[src/rtl/outr_serial_tx_pkg.sv]
// Shared definitions for the OUTR serial transmitter and its INPR-side sibling.
// Contents: FSM state encoding, data width and the idle line level.
// Optional feature macro: OUTR_PARITY_EN
//   - Defined: the ST_PARITY state and the even-parity helper are present.
//   - Undefined: neither is present.
package outr_serial_tx_pkg;

  localparam int   DATA_BITS  = 8;
  localparam logic IDLE_LEVEL = 1'b1;   // the receiver also treats this level as "line idle"

  typedef enum logic [2:0] {
    ST_IDLE   = 3'd0,
    ST_START  = 3'd1,
    ST_DATA   = 3'd2,
`ifdef OUTR_PARITY_EN
    ST_PARITY = 3'd3,
`endif
    ST_STOP   = 3'd4
  } tx_state_t;

`ifdef OUTR_PARITY_EN
  // Even parity: the parity bit makes the total count of ones even.
  function automatic logic even_parity(input logic [DATA_BITS-1:0] d);
    return ^d;
  endfunction
`endif

endpackage

[src/rtl/outr_serial_tx_baud_tick_gen.sv]
// baud_tick_gen: bit-period timer. The INPR-side receiver uses the same module.
// Ports:
//   clk   in  system clock
//   rst_n in  synchronous active-low reset
//   en    in  counting enable; the count is held at 0 while en is low
//   tick  out high for one cycle on the last clock of each bit period
// Parameter CLKS_PER_BIT (>=2): number of clk cycles per bit period.
module baud_tick_gen #(
  parameter int CLKS_PER_BIT = 16
) (
  input  logic clk,
  input  logic rst_n,
  input  logic en,
  output logic tick
);

  localparam int CW = (CLKS_PER_BIT > 1) ? $clog2(CLKS_PER_BIT) : 1;
  localparam logic [CW-1:0] LAST = CW'(CLKS_PER_BIT - 1);

  logic [CW-1:0] r_count;

  always_ff @(posedge clk) begin
    if (!rst_n) begin
      r_count <= '0;
    end else if (!en) begin
      r_count <= '0;
    end else if (r_count == LAST) begin
      r_count <= '0;
    end else begin
      r_count <= r_count + CW'(1);
    end
  end

  // The tick marks the wrap, so a bit that starts at count 0 lasts exactly
  // CLKS_PER_BIT cycles.
  assign tick = en && (r_count == LAST);

endmodule

[src/rtl/outr_serial_tx.sv]
// outr_serial_tx: device side of the OUTR register.
// It takes the byte written by OUT, sends it as a UART frame (LSB first), and
// sets FGO again when the frame is done.
// Ports:
//   clk      in  system clock
//   rst_n    in  synchronous active-low reset
//   load     in  OUT executed: capture in_data if fgo==1
//   in_data  in  OUTR byte
//   fgo      out 1 = ready for a byte, 0 = transmitting
//   busy     out FSM is not idle
//   tx       out serial line, idle high
//   overrun  out one-cycle pulse for a load that arrives while fgo==0
// Parameters: CLKS_PER_BIT (>=2), STOP_BITS (1 or 2).
// Optional feature macro: OUTR_PARITY_EN adds an even-parity bit after the data bits.
module outr_serial_tx
  import outr_serial_tx_pkg::*;
#(
  parameter int CLKS_PER_BIT = 16,
  parameter int STOP_BITS    = 1
) (
  input  logic       clk,
  input  logic       rst_n,
  input  logic       load,
  input  logic [7:0] in_data,
  output logic       fgo,
  output logic       busy,
  output logic       tx,
  output logic       overrun
);

  localparam logic [2:0] LAST_BIT  = 3'(DATA_BITS - 1);
  localparam logic       STOP_LAST = (STOP_BITS == 2);

  tx_state_t            r_state, w_state_next;
  logic [DATA_BITS-1:0] r_shreg, w_shreg_next;
  logic [2:0]           r_bit_idx, w_bit_idx_next;
  logic                 r_stop_idx, w_stop_idx_next;
  logic                 r_fgo, w_fgo_next;
  logic                 r_tx, w_tx_next;
  logic                 r_overrun, w_overrun_next;
`ifdef OUTR_PARITY_EN
  logic                 r_parity, w_parity_next;
`endif
  logic                 w_tick;
  logic                 w_accept;

  // The baud counter runs only while a frame is active. It is held at 0 in
  // IDLE, so every accepted frame starts from a cleared count.
  baud_tick_gen #(
    .CLKS_PER_BIT(CLKS_PER_BIT)
  ) u_baud (
    .clk  (clk),
    .rst_n(rst_n),
    .en   (r_state != ST_IDLE),
    .tick (w_tick)
  );

  assign w_accept = load && r_fgo;

  always_comb begin
    w_state_next    = r_state;
    w_shreg_next    = r_shreg;
    w_bit_idx_next  = r_bit_idx;
    w_stop_idx_next = r_stop_idx;
    w_fgo_next      = r_fgo;
    w_tx_next       = r_tx;
`ifdef OUTR_PARITY_EN
    w_parity_next   = r_parity;
`endif
    // This pulse fires on the final stop-tick edge too, because fgo is still 0 there.
    w_overrun_next  = load && !r_fgo;

    case (r_state)
      ST_IDLE: begin
        if (w_accept) begin
          w_shreg_next    = in_data;
`ifdef OUTR_PARITY_EN
          w_parity_next   = even_parity(in_data);
`endif
          w_fgo_next      = 1'b0;
          w_tx_next       = 1'b0;   // start bit goes out on the accept edge
          w_bit_idx_next  = '0;
          w_stop_idx_next = 1'b0;
          w_state_next    = ST_START;
        end
      end
      ST_START: begin
        if (w_tick) begin
          w_tx_next      = r_shreg[0];
          w_shreg_next   = {1'b0, r_shreg[DATA_BITS-1:1]};
          w_bit_idx_next = '0;
          w_state_next   = ST_DATA;
        end
      end
      ST_DATA: begin
        if (w_tick) begin
          if (r_bit_idx == LAST_BIT) begin
`ifdef OUTR_PARITY_EN
            w_tx_next    = r_parity;
            w_state_next = ST_PARITY;
`else
            w_tx_next       = IDLE_LEVEL;
            w_stop_idx_next = 1'b0;
            w_state_next    = ST_STOP;
`endif
          end else begin
            w_bit_idx_next = r_bit_idx + 3'd1;
            w_tx_next      = r_shreg[0];
            w_shreg_next   = {1'b0, r_shreg[DATA_BITS-1:1]};
          end
        end
      end
`ifdef OUTR_PARITY_EN
      ST_PARITY: begin
        if (w_tick) begin
          w_tx_next       = IDLE_LEVEL;
          w_stop_idx_next = 1'b0;
          w_state_next    = ST_STOP;
        end
      end
`endif
      ST_STOP: begin
        if (w_tick) begin
          if (r_stop_idx == STOP_LAST) begin
            w_tx_next    = IDLE_LEVEL;
            w_fgo_next   = 1'b1;
            w_state_next = ST_IDLE;
          end else begin
            w_stop_idx_next = 1'b1;
          end
        end
      end
      default: begin
        w_tx_next    = IDLE_LEVEL;
        w_fgo_next   = 1'b1;
        w_state_next = ST_IDLE;
      end
    endcase
  end

  always_ff @(posedge clk) begin
    if (!rst_n) begin
      r_state    <= ST_IDLE;
      r_shreg    <= '0;
      r_bit_idx  <= '0;
      r_stop_idx <= 1'b0;
      r_fgo      <= 1'b1;
      r_tx       <= IDLE_LEVEL;
      r_overrun  <= 1'b0;
`ifdef OUTR_PARITY_EN
      r_parity   <= 1'b0;
`endif
    end else begin
      r_state    <= w_state_next;
      r_shreg    <= w_shreg_next;
      r_bit_idx  <= w_bit_idx_next;
      r_stop_idx <= w_stop_idx_next;
      r_fgo      <= w_fgo_next;
      r_tx       <= w_tx_next;
      r_overrun  <= w_overrun_next;
`ifdef OUTR_PARITY_EN
      r_parity   <= w_parity_next;
`endif
    end
  end

  assign fgo     = r_fgo;
  assign busy    = (r_state != ST_IDLE);
  assign tx      = r_tx;
  assign overrun = r_overrun;

endmodule
[config.mk]
export PLATFORM = sky130hd
export DESIGN_NAME = outr_serial_tx
export DESIGN_NICKNAME = d
export VERILOG_FILES = /design/src/rtl/outr_serial_tx_pkg.sv /design/src/rtl/outr_serial_tx_baud_tick_gen.sv /design/src/rtl/outr_serial_tx.sv
export SDC_FILE = /design/constraint.sdc
export NUM_CORES = 1
export LEC_CHECK = 0
export BUFFER_PORTS_ARGS = -buffer_cell sky130_fd_sc_hd__buf_2
export CORE_MARGIN = 1
export CORE_UTILIZATION = 50
export DETAILED_ROUTE_END_ITERATION = 7
export GPL_ROUTABILITY_DRIVEN = 0
export GPL_TIMING_DRIVEN = 1
export PLACE_DENSITY = 0.73
export SLEW_MARGIN = 20
export SYNTH_ARGS = -nofsm -noshare
export SYNTH_HDL_FRONTEND = slang
export SYNTH_SLANG_ARGS = --single-unit
[constraint.sdc]
create_clock -name clk -period 2 [get_ports clk]
set_input_delay 0.2 -clock clk [delete_from_list [all_inputs] [get_ports clk]]
set_output_delay 0.2 -clock clk [all_outputs]
set_load 0.1 [all_outputs]
==> flow_metrics.tcl <==
set metrics [dict create \
    drt-initial-drc-count 10 \
    synth_common_cells "21 x dfxtp_1, 8 x mux2i_1, 7 x a21oi_2, 7 x nor2_1, 7 x o31ai_1" \
    clk_pin_slew_ps 120 \
    overflow 0 \
    synth-xor-area-share 0.0156 \
    wire_per_inst_um 13.3 \
    grt_start_max_net_pins 23 \
    syn_area_mm2 0.00112 \
    yosys_warnings 0 \
    rsz0062_at_grt "false" \
    use_met3 0.0374 \
    use_met1 0.263 \
    die_h_um 49.4 \
    postSynthAreaPerCell_um2 9.94 \
    ys_types 43 \
    synth_nets 127 \
    synth_top_family_by_area "compound AO/OA/AOI/OAI gates" \
    maxCapViolations 0 \
    ctsLongestPathBuffers 2 \
    dpl_cell_area_mm2 0.00124 \
    required_ps 1800 \
    setup_viol 0 \
    maxSlewViolCount 0 \
    crit_chain "nor2_1, nand2_1, buf_2" \
    holdBufCountCts 0 \
    cpLargestDelayFamily "flip-flops" \
    slew_headroom 0.671 \
    busiest_layer "met2" \
    min_path_cells 3 \
    synthArstFlopShare 0 \
    antenna_found_initial 0 \
    fin_nets 148 \
    grt_pass1_vias 846 \
    min_period_over_period 0.933 \
    clk_latency_ps 300 \
    synth.most_common_cell "dfxtp_1" \
    tns_ps 0 \
    route.detailed.drc 0 \
    antenna_left 0 \
    ys_ff_latch 21 \
    cts_buffers 3 \
    yosys.area_share.simple 0.212 \
    dp_hpwl_um 1530 \
    max_freq_ghz 0.536 \
    cp_num_cells 3 \
    via_count 903 \
    cp.arrival_ps 1670 \
    synth-edff-count 0 \
    status "finished, final reports clean" \
    die_w_um 49.4 \
    dieArea_mm2 0.00244 \
    htreeDepth 1 \
    p_leak_nw 0.531 \
    drive_gt1_frac 0.323 \
    synth_seq_area_share 0.374 \
    cp-start-kind "flip-flop" \
    yosysTopAreaCellShare 0.374 \
    hold_path_class "in2reg" \
    path_buf_inv 1 \
    cts_tree "yes" \
    worstPathMaxFanout 10 \
    tightest_slew_ps 493 \
    port_buffers 14 \
    viasPerCell 5.64 \
    fillers 190 \
    root_buffer "clkbuf_4" \
    design_area_mm2 0.00126 \
    synthTopCellsByArea "dfxtp_1 37%, mux2i_1 7.1%, a21oi_2 5.5%" \
    synthAdderAreaFrac 0.0334 \
    endpoint_kind "output pin" \
    crit_type "reg2out" \
    yosysTopAreaCell "dfxtp_1" \
    rows 16 \
    clock_skew_ps 5.09 \
    max_stage_delay_ps 650 \
    power.density_mw_per_mm2 667 \
    r2r_cells 7 \
    cts_setup_buffers 0 \
    start_util 0.550 \
    area_growth_pct 12.5 \
    vdd_drop_max_mv 0.403 \
    wl_um 2130 \
    core_area_mm2 0.00204 \
    synthCells 113 \
    dr.pass1.iters 4 \
    grtUsageTotal 0.196 \
    hold_viol_final 0 \
    cts_resized 0 \
    fin_crit_ps 1870 \
    clkSinkCount 21 \
    use_met2 0.311 \
    synthFlopType "dfxtp_1" \
    cp_slowest_cell "dfxtp_1" \
    antennaDiodeCount 0 \
    grt_pass1_wl_um 3640 \
    synth-compound-area-share 0.235 \
    muxShareOfSynthArea 0.0713 \
    io_pins 15 \
]
final cells by class:
class                   instances  area, µm²  area share
multi-input cells              82        637       0.504
flip-flops and latches         21        422       0.334
repair buffers                 22        130       0.103
well taps                      27       33.8      0.0267
clock buffers                   4       26.3      0.0208
inverters                       4       15.0      0.0119
report_power, final:
part / switching, mW / internal (mW)
clock: 0.127 / 0.0776
sequential: 0.0142 / 0.442
combinational: 0.118 / 0.0635
total: 0.260 / 0.583
cells in the final DEF, fill, tap and decap left out, types with 2 or more instances in the layout:
cell | Yosys | layout
a21oi_1 | 4 | 4
a21oi_2 | 7 | 7
a32o_1 | 2 | 2
and3_1 | 4 | 4
and3b_1 | 2 | 2
buf_2 | 2 | 14
buf_4 | 0 | 8
clkbuf_4 | 1 | 3
dfxtp_1 | 21 | 20
ha_1 | 3 | 3
inv_1 | 3 | 3
mux2i_1 | 8 | 8
nand2_1 | 6 | 6
nand3_1 | 4 | 4
nand4_1 | 3 | 3
nor2_1 | 7 | 7
o22ai_1 | 2 | 2
o31ai_1 | 7 | 7
xor2_1 | 2 | 2
stage by stage:
| stage | cells | worst slack [ps] | util | power [mW] | hold WS, ps |
|---|---|---|---|---|---|
| after floorplan | 113 | 17.8 | - | 0.611 | 314 |
| after detailed placement | 156 | 163 | 0.606 | 0.648 | 447 |
| final | 160 | 134 | 0.619 | 0.843 | 137 |
| after global routing | 160 | 14.8 | 0.619 | 0.884 | 151 |
| after CTS | 160 | 131 | 0.619 | 0.856 | 121 |
| after global placement | 156 | 189 | 0.606 | 0.643 | 431 |
worst reg2reg max path, cell delays in order (launching register included):
cell and delay [ps]:
dfxtp_1 330, ha_1 190, ha_1 200, or3b_4 380, a211oi_4 250, or2_1 160
buf_4 180, a21oi_2 60
state kept, by name, indices dropped and copies added, names as in the netlist:
register / flops
overrun: 1
u_baud.r_count: 4
r_bit_idx: 3
tx: 1
fgo: 1
r_state: 3
r_shreg: 8
per-layer routing:
metal / share of wire / wire, µm
met5: 0 / 0
met4: 0.0061 / 13
met3: 0.018 / 39
met2: 0.48 / 1030
met1: 0.49 / 1040
cells by family after synthesis:
logic type / count (synthesis)
simple gates: 38
compound gates: 31
flops: 21
buf+inv: 10
mux: 8
fa+ha+maj: 3
xor+xnor: 2
path summary, 6_finish.rpt:
check / startpoint / end / slack, ps
worst max register to register: r_bit_idx[0] / r_shreg[2] / 140
worst min-delay path: load / overrun / 140
worst max-delay path: r_state[2] / busy / 130
worst min register to register: u_baud.r_count[0] / u_baud.r_count[0] / 460
Power figures use the tool's default switching activity.
